<file path="src/rtl/vavg_pkg.sv">
// Shared types and constants for the vector rounded-average pipe.
package vavg_pkg;

    typedef enum logic [1:0] {
        ESZ_B   = 2'b00,
        ESZ_H   = 2'b01,
        ESZ_W   = 2'b10,
        ESZ_RSV = 2'b11
    } esz_t;

    localparam int W_B     = 8;
    localparam int W_H     = 16;
    localparam int W_W     = 32;
    localparam int SLICE_W = 32;

endpackage

</file>
<file path="src/rtl/vavg_if.sv">
// Operand/result handshake bundle between the issue logic and the vavg pipe.
interface vavg_if
    import vavg_pkg::*;
#(
    parameter int VW   = 128,
    parameter int TAGW = 4
);
    logic            in_valid;
    logic            in_ready;
    esz_t            in_esz;
    logic            in_sgn;
    logic [TAGW-1:0] in_tag;
    logic [VW-1:0]   vra;
    logic [VW-1:0]   vrb;
    logic            out_valid;
    logic            out_ready;
    logic [VW-1:0]   vrt;
    logic [TAGW-1:0] out_tag;
    logic            out_err;

    modport master (
        output in_valid, in_esz, in_sgn, in_tag, vra, vrb, out_ready,
        input  in_ready, out_valid, vrt, out_tag, out_err
    );

    modport slave (
        input  in_valid, in_esz, in_sgn, in_tag, vra, vrb, out_ready,
        output in_ready, out_valid, vrt, out_tag, out_err
    );
endinterface

</file>
<file path="src/rtl/vavg_slice32.sv">
// Combinational rounded average (a + b + 1) >> 1 over one 32-bit slice for any element size.
module vavg_slice32
    import vavg_pkg::*;
(
    input  logic [SLICE_W-1:0] a,
    input  logic [SLICE_W-1:0] b,
    input  esz_t               esz,
    input  logic               sgn,
    output logic [SLICE_W-1:0] y
);
    logic [SLICE_W-1:0] y_b, y_h, y_w;

    // (ext(a) + ext(b) + 1) >> 1 == (a >>> 1) + (b >>> 1) + (a[0] | b[0]); the true
    // average always fits in w bits, so a w-bit sum needs no guard bits.
    for (genvar i = 0; i < SLICE_W / W_B; i++) begin : g_b
        assign y_b[i*W_B +: W_B] =
            {sgn & a[i*W_B+W_B-1], a[i*W_B+1 +: W_B-1]} +
            {sgn & b[i*W_B+W_B-1], b[i*W_B+1 +: W_B-1]} +
            {{(W_B-1){1'b0}}, a[i*W_B] | b[i*W_B]};
    end

    for (genvar i = 0; i < SLICE_W / W_H; i++) begin : g_h
        assign y_h[i*W_H +: W_H] =
            {sgn & a[i*W_H+W_H-1], a[i*W_H+1 +: W_H-1]} +
            {sgn & b[i*W_H+W_H-1], b[i*W_H+1 +: W_H-1]} +
            {{(W_H-1){1'b0}}, a[i*W_H] | b[i*W_H]};
    end

    assign y_w = {sgn & a[W_W-1], a[W_W-1:1]} +
                 {sgn & b[W_W-1], b[W_W-1:1]} +
                 {{(W_W-1){1'b0}}, a[0] | b[0]};

    always_comb begin
        // NOTE: every always_comb output gets a default first so no path infers a latch.
        y = '0;
        case (esz)
            ESZ_B:   y = y_b;
            ESZ_H:   y = y_h;
            ESZ_W:   y = y_w;
            default: y = '0;
        endcase
    end
endmodule

</file>
<file path="src/rtl/vavg_pipe.sv">
// Two-stage valid/ready vector rounded-average unit: S1 captures operands, S2 holds results.
module vavg_pipe
    import vavg_pkg::*;
#(
    parameter int VW   = 128,
    parameter int TAGW = 4
)(
    input  logic   clk,
    input  logic   rst_n,
    input  logic   flush,
    vavg_if.slave  bus
);
    localparam int NSLICE = VW / SLICE_W;

    logic            s1_v_q,    s1_v_d;
    logic [VW-1:0]   s1_a_q,    s1_a_d;
    logic [VW-1:0]   s1_b_q,    s1_b_d;
    esz_t            s1_esz_q,  s1_esz_d;
    logic            s1_sgn_q,  s1_sgn_d;
    logic [TAGW-1:0] s1_tag_q,  s1_tag_d;
    logic            s2_v_q,    s2_v_d;
    logic [VW-1:0]   vrt_q,     vrt_d;
    logic [TAGW-1:0] out_tag_q, out_tag_d;
    logic            out_err_q, out_err_d;

    logic            in_ready;
    logic            accept;
    logic            s2_load;
    logic [VW-1:0]   avg;

    for (genvar g = 0; g < NSLICE; g++) begin : g_slice
        vavg_slice32 u_slice (
            .a   (s1_a_q[g*SLICE_W +: SLICE_W]),
            .b   (s1_b_q[g*SLICE_W +: SLICE_W]),
            .esz (s1_esz_q),
            .sgn (s1_sgn_q),
            .y   (avg[g*SLICE_W +: SLICE_W])
        );
    end

    // out_ready reaches in_ready combinationally so a full pipe can still accept while draining.
    assign in_ready = !flush && (!s1_v_q || !s2_v_q || bus.out_ready);
    assign accept   = bus.in_valid && in_ready;
    assign s2_load  = s1_v_q && (!s2_v_q || bus.out_ready);

    always_comb begin
        s1_v_d    = s1_v_q;
        s1_a_d    = s1_a_q;
        s1_b_d    = s1_b_q;
        s1_esz_d  = s1_esz_q;
        s1_sgn_d  = s1_sgn_q;
        s1_tag_d  = s1_tag_q;
        s2_v_d    = s2_v_q;
        vrt_d     = vrt_q;
        out_tag_d = out_tag_q;
        out_err_d = out_err_q;

        if (flush) begin
            // Only the valid bits drop; data registers keep their contents.
            s1_v_d = 1'b0;
            s2_v_d = 1'b0;
        end else begin
            if (accept) begin
                s1_v_d   = 1'b1;
                s1_a_d   = bus.vra;
                s1_b_d   = bus.vrb;
                s1_esz_d = bus.in_esz;
                s1_sgn_d = bus.in_sgn;
                s1_tag_d = bus.in_tag;
            end else if (s2_load) begin
                s1_v_d = 1'b0;
            end

            if (s2_load) begin
                s2_v_d    = 1'b1;
                vrt_d     = avg;
                out_tag_d = s1_tag_q;
                out_err_d = (s1_esz_q == ESZ_RSV);
            end else if (bus.out_ready) begin
                s2_v_d = 1'b0;
            end
        end
    end

    always_ff @(posedge clk or negedge rst_n) begin
        if (!rst_n) begin
            s1_v_q    <= 1'b0;
            s1_a_q    <= '0;
            s1_b_q    <= '0;
            s1_esz_q  <= ESZ_B;
            s1_sgn_q  <= 1'b0;
            s1_tag_q  <= '0;
            s2_v_q    <= 1'b0;
            vrt_q     <= '0;
            out_tag_q <= '0;
            out_err_q <= 1'b0;
        end else begin
            // NOTE: state updates use non-blocking assignments so every flop samples pre-edge values.
            s1_v_q    <= s1_v_d;
            s1_a_q    <= s1_a_d;
            s1_b_q    <= s1_b_d;
            s1_esz_q  <= s1_esz_d;
            s1_sgn_q  <= s1_sgn_d;
            s1_tag_q  <= s1_tag_d;
            s2_v_q    <= s2_v_d;
            vrt_q     <= vrt_d;
            out_tag_q <= out_tag_d;
            out_err_q <= out_err_d;
        end
    end

    assign bus.in_ready  = in_ready;
    assign bus.out_valid = s2_v_q;
    assign bus.vrt       = vrt_q;
    assign bus.out_tag   = out_tag_q;
    assign bus.out_err   = out_err_q;
endmodule
</file>
<file path="src/flat_wrapper.sv">
// flat-port wrapper written by rule: the top's interface ports become plain ports
module vavg_pipe_flat import vavg_pkg::*;
#(
    parameter int VW   = 128,
    parameter int TAGW = 4
)
  (clk, rst_n, flush, bus_in_valid, bus_in_esz, bus_in_sgn, bus_in_tag, bus_vra, bus_vrb, bus_out_ready, bus_in_ready, bus_out_valid, bus_vrt, bus_out_tag, bus_out_err);
  vavg_if #(.VW(VW), .TAGW(TAGW)) bus_i ();
  input  logic clk;
  input  logic rst_n;
  input  logic flush;
  input wire logic [$bits(bus_i.in_valid)-1:0] bus_in_valid;
  input wire logic [$bits(bus_i.in_esz)-1:0] bus_in_esz;
  input wire logic [$bits(bus_i.in_sgn)-1:0] bus_in_sgn;
  input wire logic [$bits(bus_i.in_tag)-1:0] bus_in_tag;
  input wire logic [$bits(bus_i.vra)-1:0] bus_vra;
  input wire logic [$bits(bus_i.vrb)-1:0] bus_vrb;
  input wire logic [$bits(bus_i.out_ready)-1:0] bus_out_ready;
  output wire logic [$bits(bus_i.in_ready)-1:0] bus_in_ready;
  output wire logic [$bits(bus_i.out_valid)-1:0] bus_out_valid;
  output wire logic [$bits(bus_i.vrt)-1:0] bus_vrt;
  output wire logic [$bits(bus_i.out_tag)-1:0] bus_out_tag;
  output wire logic [$bits(bus_i.out_err)-1:0] bus_out_err;
  assign bus_i.in_valid = bus_in_valid;
  assign bus_i.in_esz = bus_in_esz;
  assign bus_i.in_sgn = bus_in_sgn;
  assign bus_i.in_tag = bus_in_tag;
  assign bus_i.vra = bus_vra;
  assign bus_i.vrb = bus_vrb;
  assign bus_i.out_ready = bus_out_ready;
  assign bus_in_ready = bus_i.in_ready;
  assign bus_out_valid = bus_i.out_valid;
  assign bus_vrt = bus_i.vrt;
  assign bus_out_tag = bus_i.out_tag;
  assign bus_out_err = bus_i.out_err;
  vavg_pipe #(.VW(VW), .TAGW(TAGW)) u_core (.clk(clk), .rst_n(rst_n), .flush(flush), .bus(bus_i));
endmodule
</file>
<file path="config.mk">
export PLATFORM = sky130hd
export DESIGN_NAME = vavg_pipe_flat
export DESIGN_NICKNAME = d
export VERILOG_FILES = /design/src/rtl/vavg_pkg.sv /design/src/rtl/vavg_if.sv /design/src/rtl/vavg_slice32.sv /design/src/rtl/vavg_pipe.sv /design/src/flat_wrapper.sv
export SDC_FILE = /design/constraint.sdc
export NUM_CORES = 1
export LEC_CHECK = 0
export ABC_CLOCK_PERIOD_IN_PS = 2890
export CORE_MARGIN = 10
export CORE_UTILIZATION = 50
export DETAILED_ROUTE_END_ITERATION = 6
export HOLD_SLACK_MARGIN = 0.12
export PLACE_DENSITY = 0.78
export SETUP_SLACK_MARGIN = 0.02
export SLEW_MARGIN = 40
export SYNTH_ARGS = -nofsm -noshare
export SYNTH_HDL_FRONTEND = slang
export SYNTH_SLANG_ARGS = --single-unit
</file>
<file path="constraint.sdc">
create_clock -name clk -period 2.89 [get_ports clk]
set_clock_uncertainty 0.15 [all_clocks]
set_input_delay 0.4335 -clock clk [delete_from_list [all_inputs] [get_ports clk]]
set_output_delay 0.4335 -clock clk [all_outputs]
set_load 0.01 [all_outputs]
</file>
Word-level counts from Yosys, hierarchy flattened
Cells that the tools add are included. W data, S select, Z words.

Memory bits (writable): 0. Logic and storage cells: 142. Bits in latches: 0. ROM bits: 0. Memories: 0. Input bits: 268. Bits in registers: 398.

Div/mod/pow operators: 0. Magnitude comparators: 0. Equal/unequal tests: 3. $mul: 0. Reductions and logical operators: 14. Shift operators: 0. Bitwise gates (word level): 49. $add $sub $neg: 56. Muxes and demuxes: 10.

Operator list (count): $pmux W32 S3 (4); $add A16 B1 Y16 (8); $add A16 B16 Y16 (8); $add A32 B1 Y32 (4); $add A32 B32 Y32 (4); $add A8 B1 Y8 (16); $add A8 B8 Y8 (16); $and A1 B1 Y1 (32); $or A1 B1 Y1 (16); $mux W1 (6); $reduce_bool A3 Y1 (2); $eq A2 B2 Y1 const B (2); $reduce_and A2 Y1 (2); $logic_and A1 B1 Y1 (3); $logic_not A1 Y1 (3); $logic_or A1 B1 Y1 (3); $eq A2 B1 Y1 const B (1); $logic_not A2 Y1 (1); $not A1 Y1 (1).

Longest topological paths before layout
Depth after elaboration: 7. Gate-level depth with buffers: 12.

Modules after synthesis
Synthesis repeated with hierarchy kept, for this count alone.

Cells, all modules: 2703. Area, all modules: 26869.5 sq um.

By module, submodules not included: vavg_pipe (times used 1, area each 14762.9 sq um, seq. area each 9959.6 sq um, cells an instance 848); vavg_slice32 at u_core.g_slice[0].u_slice ... (times used 2, area each 3106.7 sq um, seq. area each 0.0 sq um, cells an instance 484); vavg_slice32 at u_core.g_slice[1].u_slice (times used 1, area each 3156.8 sq um, seq. area each 0.0 sq um, cells an instance 474); vavg_slice32 at u_core.g_slice[3].u_slice (times used 1, area each 2736.4 sq um, seq. area each 0.0 sq um, cells an instance 413).

Least setup slack after synthesis
OpenSTA, ideal clock, no wires.

Path type: flip-flop to flip-flop. Start: register u_core.s1_b_q[64]. End: register u_core.vrt_q[84], in the netlist u_core.bus.vrt[84]. Stages on the path, launching flop included: 13. Path slack: 0.010 ns. Setup time: 0.121 ns. Arrival time: 2.609 ns. Required time: 2.619 ns. Period minus slack after synthesis: 2.880 ns. Path buffers: 0. Cell sequence: dfrtp_1 > nor2_1 > fa_1 > inv_1 > fa_1 > a21oi_1 > o21ai_0 > nand3_1 > nand2_1 > a2111oi_4 > nor2_1 > a221o_1 > a22o_1.

Word-level cells in the longest chain between the ends: 3.

Ends and longest elaborated chain: start: declaration (line vavg_pipe.sv:17) `logic [VW-1:0] s1_b_q, s1_b_d;`; start signal: assignment (line vavg_pipe.sv:89) `s1_b_q <= '0;`; start signal: assignment (line vavg_pipe.sv:101) `s1_b_q <= s1_b_d;`; $or A1 B1 Y1 (line vavg_slice32.sv:31) `{{(W_W-1){1'b0}}, a[0] | b[0]};`; $add A32 B1 Y32 (line vavg_slice32.sv:30) `{sgn & b[W_W-1], b[W_W-1:1]} +`; $pmux W32 S3 (line vavg_slice32.sv:36) `case (esz)`; end signal: assignment (line vavg_pipe.sv:106) `vrt_q <= vrt_d;`; end: declaration (line vavg_pipe.sv:22) `logic [VW-1:0] vrt_q, vrt_d;`.

No other way between the ends. A chain may end at the register's enable or synchronous reset.

Final worst setup path
Start: register u_core.s1_b_q[32]. End: register u_core.vrt_q[52], in the netlist u_core.bus.vrt[52].

Same word-level chain as after synthesis.

==> results.json <==
{
  "outcome": "complete, but fails checks",
  "violations": "design-rule violations, negative setup slack",
  "clk_pin_slew_worst_paths_ns": 0.06,
  "critPathLaunchType": "flop",
  "slowest_delay_ns": 0.41,
  "synthesis.nets": 3037,
  "die_area_mm2": 0.0604,
  "syn_area_mm2": 0.0255,
  "cts_buffers": 46,
  "worstRegToRegCells": 13,
  "wl_per_cell_um": 23.2,
  "period_needed_ns": 2.95,
  "cp_slowest_cell": "dfrtp_1",
  "drt-initial-drc-count": 1927,
  "synth_ff_type": "dfrtp_1",
  "fp.dieW_um": 246,
  "p_per_area_mw_per_mm2": 812,
  "critPathKind": "reg2reg",
  "worst_path_most_repeated_cell": "fa_2",
  "wl_um": 89100,
  "max_slew_margin_pct": 56.7,
  "io_buffers": 402,
  "htree_levels": 2,
  "reg2reg_from": "u_core.s1_b_q[32]$_DFFE_PN0P_",
  "tightest_slew_ns": 0.643,
  "cap_violations": 0,
  "synth_edf_count": 0,
  "via_per_inst": 5.96,
  "setup_ws_ns": -0.0604,
  "fillers": 3864,
  "ys_types": 81,
  "path_cells": "nor2_4, fa_2, inv_2, fa_2, a21oi_2, nor3_2, nor2_2, a21boi_2, o211ai_1, buf_4, o21ai_4, a221o_1, a22o_1",
  "nNetsFinal": 3569,
  "grt_overflow": 0,
  "clk_latency_ns": 0.60,
  "r2r-end": "u_core.bus.vrt[52]$_DFFE_PN0P_",
  "num_vias": 22900,
  "drive_gt1_share_pct": 22.8,
  "p_leak_nw": 14.7,
  "path_buf_inv": 2,
  "rrSetupSlack_ns": -0.06,
  "async_flop_share_pct": 100,
  "place_area_mm2": 0.0316,
  "drv_slew": 0,
  "hold_viol": 0,
  "synth_area_per_cell_um2": 9.79,
  "crit_family": "compound AO/OA/AOI/OAI gates",
  "gp_congestion": 0.936,
  "crit_path_max_fanout": 2,
  "grt_pass1_wl_um": 136000,
  "ys_seq_elements": 398,
  "cts_tree": "done",
  "cp_data_arrival_time_ns": 3.27,
  "hold_path_class": "in2async",
  "rows": 82,
  "setup_violations": 4,
  "die_h_um": 246,
  "tns_ns": -0.153,
  "drc": 1,
  "rsz0062_at_grt": "yes",
  "initial_core_util_pct": 50.7,
  "syn_to_final_growth_pct": 33.1,
  "endpoint_kind": "flop",
  "grt.total_usage_pct": 28.6,
  "min_period_over_period_pct": 102,
  "seq_area_frac_synth_pct": 39.1,
  "io_pins": 403,
  "clock-root-buffer": "clkbuf_16",
  "grt_pass1_vias": 23400,
  "yosys_warnings": 0,
  "max-vdd-ir-drop_mv": 0.653,
  "antenna_found_initial": 3,
  "finalInstanceArea_mm2": 0.0339,
  "pre_cts_slack_ns": -0.273,
  "fmax_mhz": 339,
  "cts_buffer_depth": 3,
  "grt_max_degree": 70,
  "core_mm2": 0.0503,
  "postSynthCellCount": 2605,
  "critPathRequiredTime_ns": 3.21,
  "dr.pass1.iters": 7,
  "cts.sinks": 398,
  "hpwl_um": 67600,
  "ant_nets": 0
}
[cells in the mapped netlist (16+ instances only)]
cell | n | area share [%]
a211oi_1 | 19 | 0.56
o21a_1 | 33 | 0.97
nand3_1 | 40 | 0.79
nand2b_1 | 28 | 0.69
ha_1 | 132 | 6.5
a21oi_1 | 176 | 3.5
nor2_1 | 134 | 2.0
xnor2_1 | 68 | 2.3
dfrtp_1 | 398 | 39
nand4_1 | 36 | 0.88
nor2b_1 | 30 | 0.74
a22oi_1 | 22 | 0.65
a21o_1 | 62 | 1.8
o21bai_1 | 17 | 0.50
clkbuf_1 | 123 | 1.8
nor3_1 | 37 | 0.73
inv_1 | 117 | 1.7
fa_1 | 32 | 2.5
o221ai_1 | 29 | 1.0
mux2_2 | 268 | 12
a221oi_1 | 22 | 0.76
a221o_1 | 16 | 0.63
o31ai_1 | 23 | 0.68
buf_2 | 22 | 0.43
o211ai_1 | 18 | 0.53
xor2_1 | 76 | 2.6
o21ai_0 | 174 | 3.4
nand2_1 | 217 | 3.2
a31oi_1 | 27 | 0.66
[flip-flops by register name, summed over array words and instances, names as in the netlist]
| signal | flops |
|---|---|
| u_core.s1_esz_q | 2 |
| u_core.s1_b_q | 128 |
| u_core.s1_v_q | 1 |
| u_core.bus.out_tag | 4 |
| u_core.s1_sgn_q | 1 |
| u_core.s1_tag_q | 4 |
| u_core.bus.out_valid | 1 |
| u_core.s1_a_q | 128 |
| u_core.bus.vrt | 128 |
| u_core.bus.out_err | 1 |
[kinds of logic (layout without fill, tap and decap cells)]
family / count (synthesis) / after routing / share of synthesized area, %
XOR/XNOR: 144 / 144 / 4.95
AO/OA/AOI/OAI: 748 / 748 / 19.4
adder cells (fa/ha/maj): 164 / 164 / 8.99
flip-flops: 398 / 398 / 39.1
other: 0 / 3 / 0
AND/OR/NAND/NOR: 596 / 596 / 11.0
buffers and inverters: 275 / 840 / 4.19
multiplexers: 280 / 280 / 12.3
[layout make-up]
class,instances,area (um^2),share of cell area [%]
well taps,672,841,2.48
clock inverters,14,223,0.656
diodes,3,7.51,0.0221
clock buffers,67,1350,3.98
multi-input cells,1932,15000,44.3
flip-flops and latches,398,9960,29.4
repair buffers,641,6070,17.9
inverters,118,443,1.31
[per-layer routing]
layer  vias up  routed length, um  global-route usage (%)
li1      10500                  -                       -
met1     11300              37100                    36.9
met2       889              42800                    47.6
met3       187               5940                    4.60
met4         0               3230                    10.8
met5         -                  0                       0
[through the flow]
stage / utilization [%] / hold slack, ns / std cells / power, W
final: 67.5 / 0.264 / 3845 / 0.0276
after global routing: 67.5 / 0.299 / 3845 / 0.0291
after CTS: 66.5 / 0.280 / 3830 / 0.0271
after global placement: 62.9 / 0.291 / 3737 / 0.0204
after detailed placement: 62.9 / 0.302 / 3737 / 0.0206
after floorplan: - / -0.0121 / 2605 / 0.0150
[placed cells by master, fill, tap and decap left out, types with 36 or more instances in the layout]
master           count
dfrtp_1            396
inv_1              111
nand2_1            210
nand4_1             36
mux2_2             268
nand3_1             38
o21ai_0            147
xnor2_1             68
a21oi_1            162
clkbuf_16           47
xor2_1              76
ha_1               128
nor2_1             123
buf_4              218
a21o_1              62
clkdlybuf4s50_1    401
[worst reg2reg max path, delay by kind of cell (launching register included)]
kind	cells	cell delay, ns
buf+inv	2	0.23
simple gates	3	0.39
fa+ha+maj	2	0.57
compound gates	6	1.08
flops	1	0.41
[power breakdown]
| part | switching [W] | internal [W] |
|---|---|---|
| sequential | 0.00111 | 0.00691 |
| clock | 0.00246 | 0.00368 |
| combinational | 0.00700 | 0.00639 |
[worst max-delay path by stage]
stage                             startpoint                              end  slack (ns)  cells after the start
6_report       u_core.s1_b_q[32]$_DFFE_PN0P_   u_core.bus.vrt[52]$_DFFE_PN0P_       -0.06                     13
5_1_grt        u_core.s1_b_q[32]$_DFFE_PN0P_   u_core.bus.vrt[54]$_DFFE_PN0P_       -0.13                     13
4_1_cts         u_core.s1_b_q[0]$_DFFE_PN0P_   u_core.bus.vrt[20]$_DFFE_PN0P_       -0.06                     10
3_5_place_dp   u_core.s1_b_q[96]$_DFFE_PN0P_  u_core.bus.vrt[120]$_DFFE_PN0P_       -0.27                     13
3_3_place_gp   u_core.s1_a_q[97]$_DFFE_PN0P_  u_core.bus.vrt[124]$_DFFE_PN0P_       -0.27                     12
2_1_floorplan  u_core.s1_b_q[64]$_DFFE_PN0P_   u_core.bus.vrt[84]$_DFFE_PN0P_        0.07                     12
[what timing repair did]
action                                 CTS  global route
endpoints found under the hold margin   57             0
setup buffers                           11            14
setup endpoints to repair               36            62
hold buffers                             1             0
gates resized for setup                 43           108
pin swaps                               25            67
Note: power is estimated with default switching activity, not from simulation.
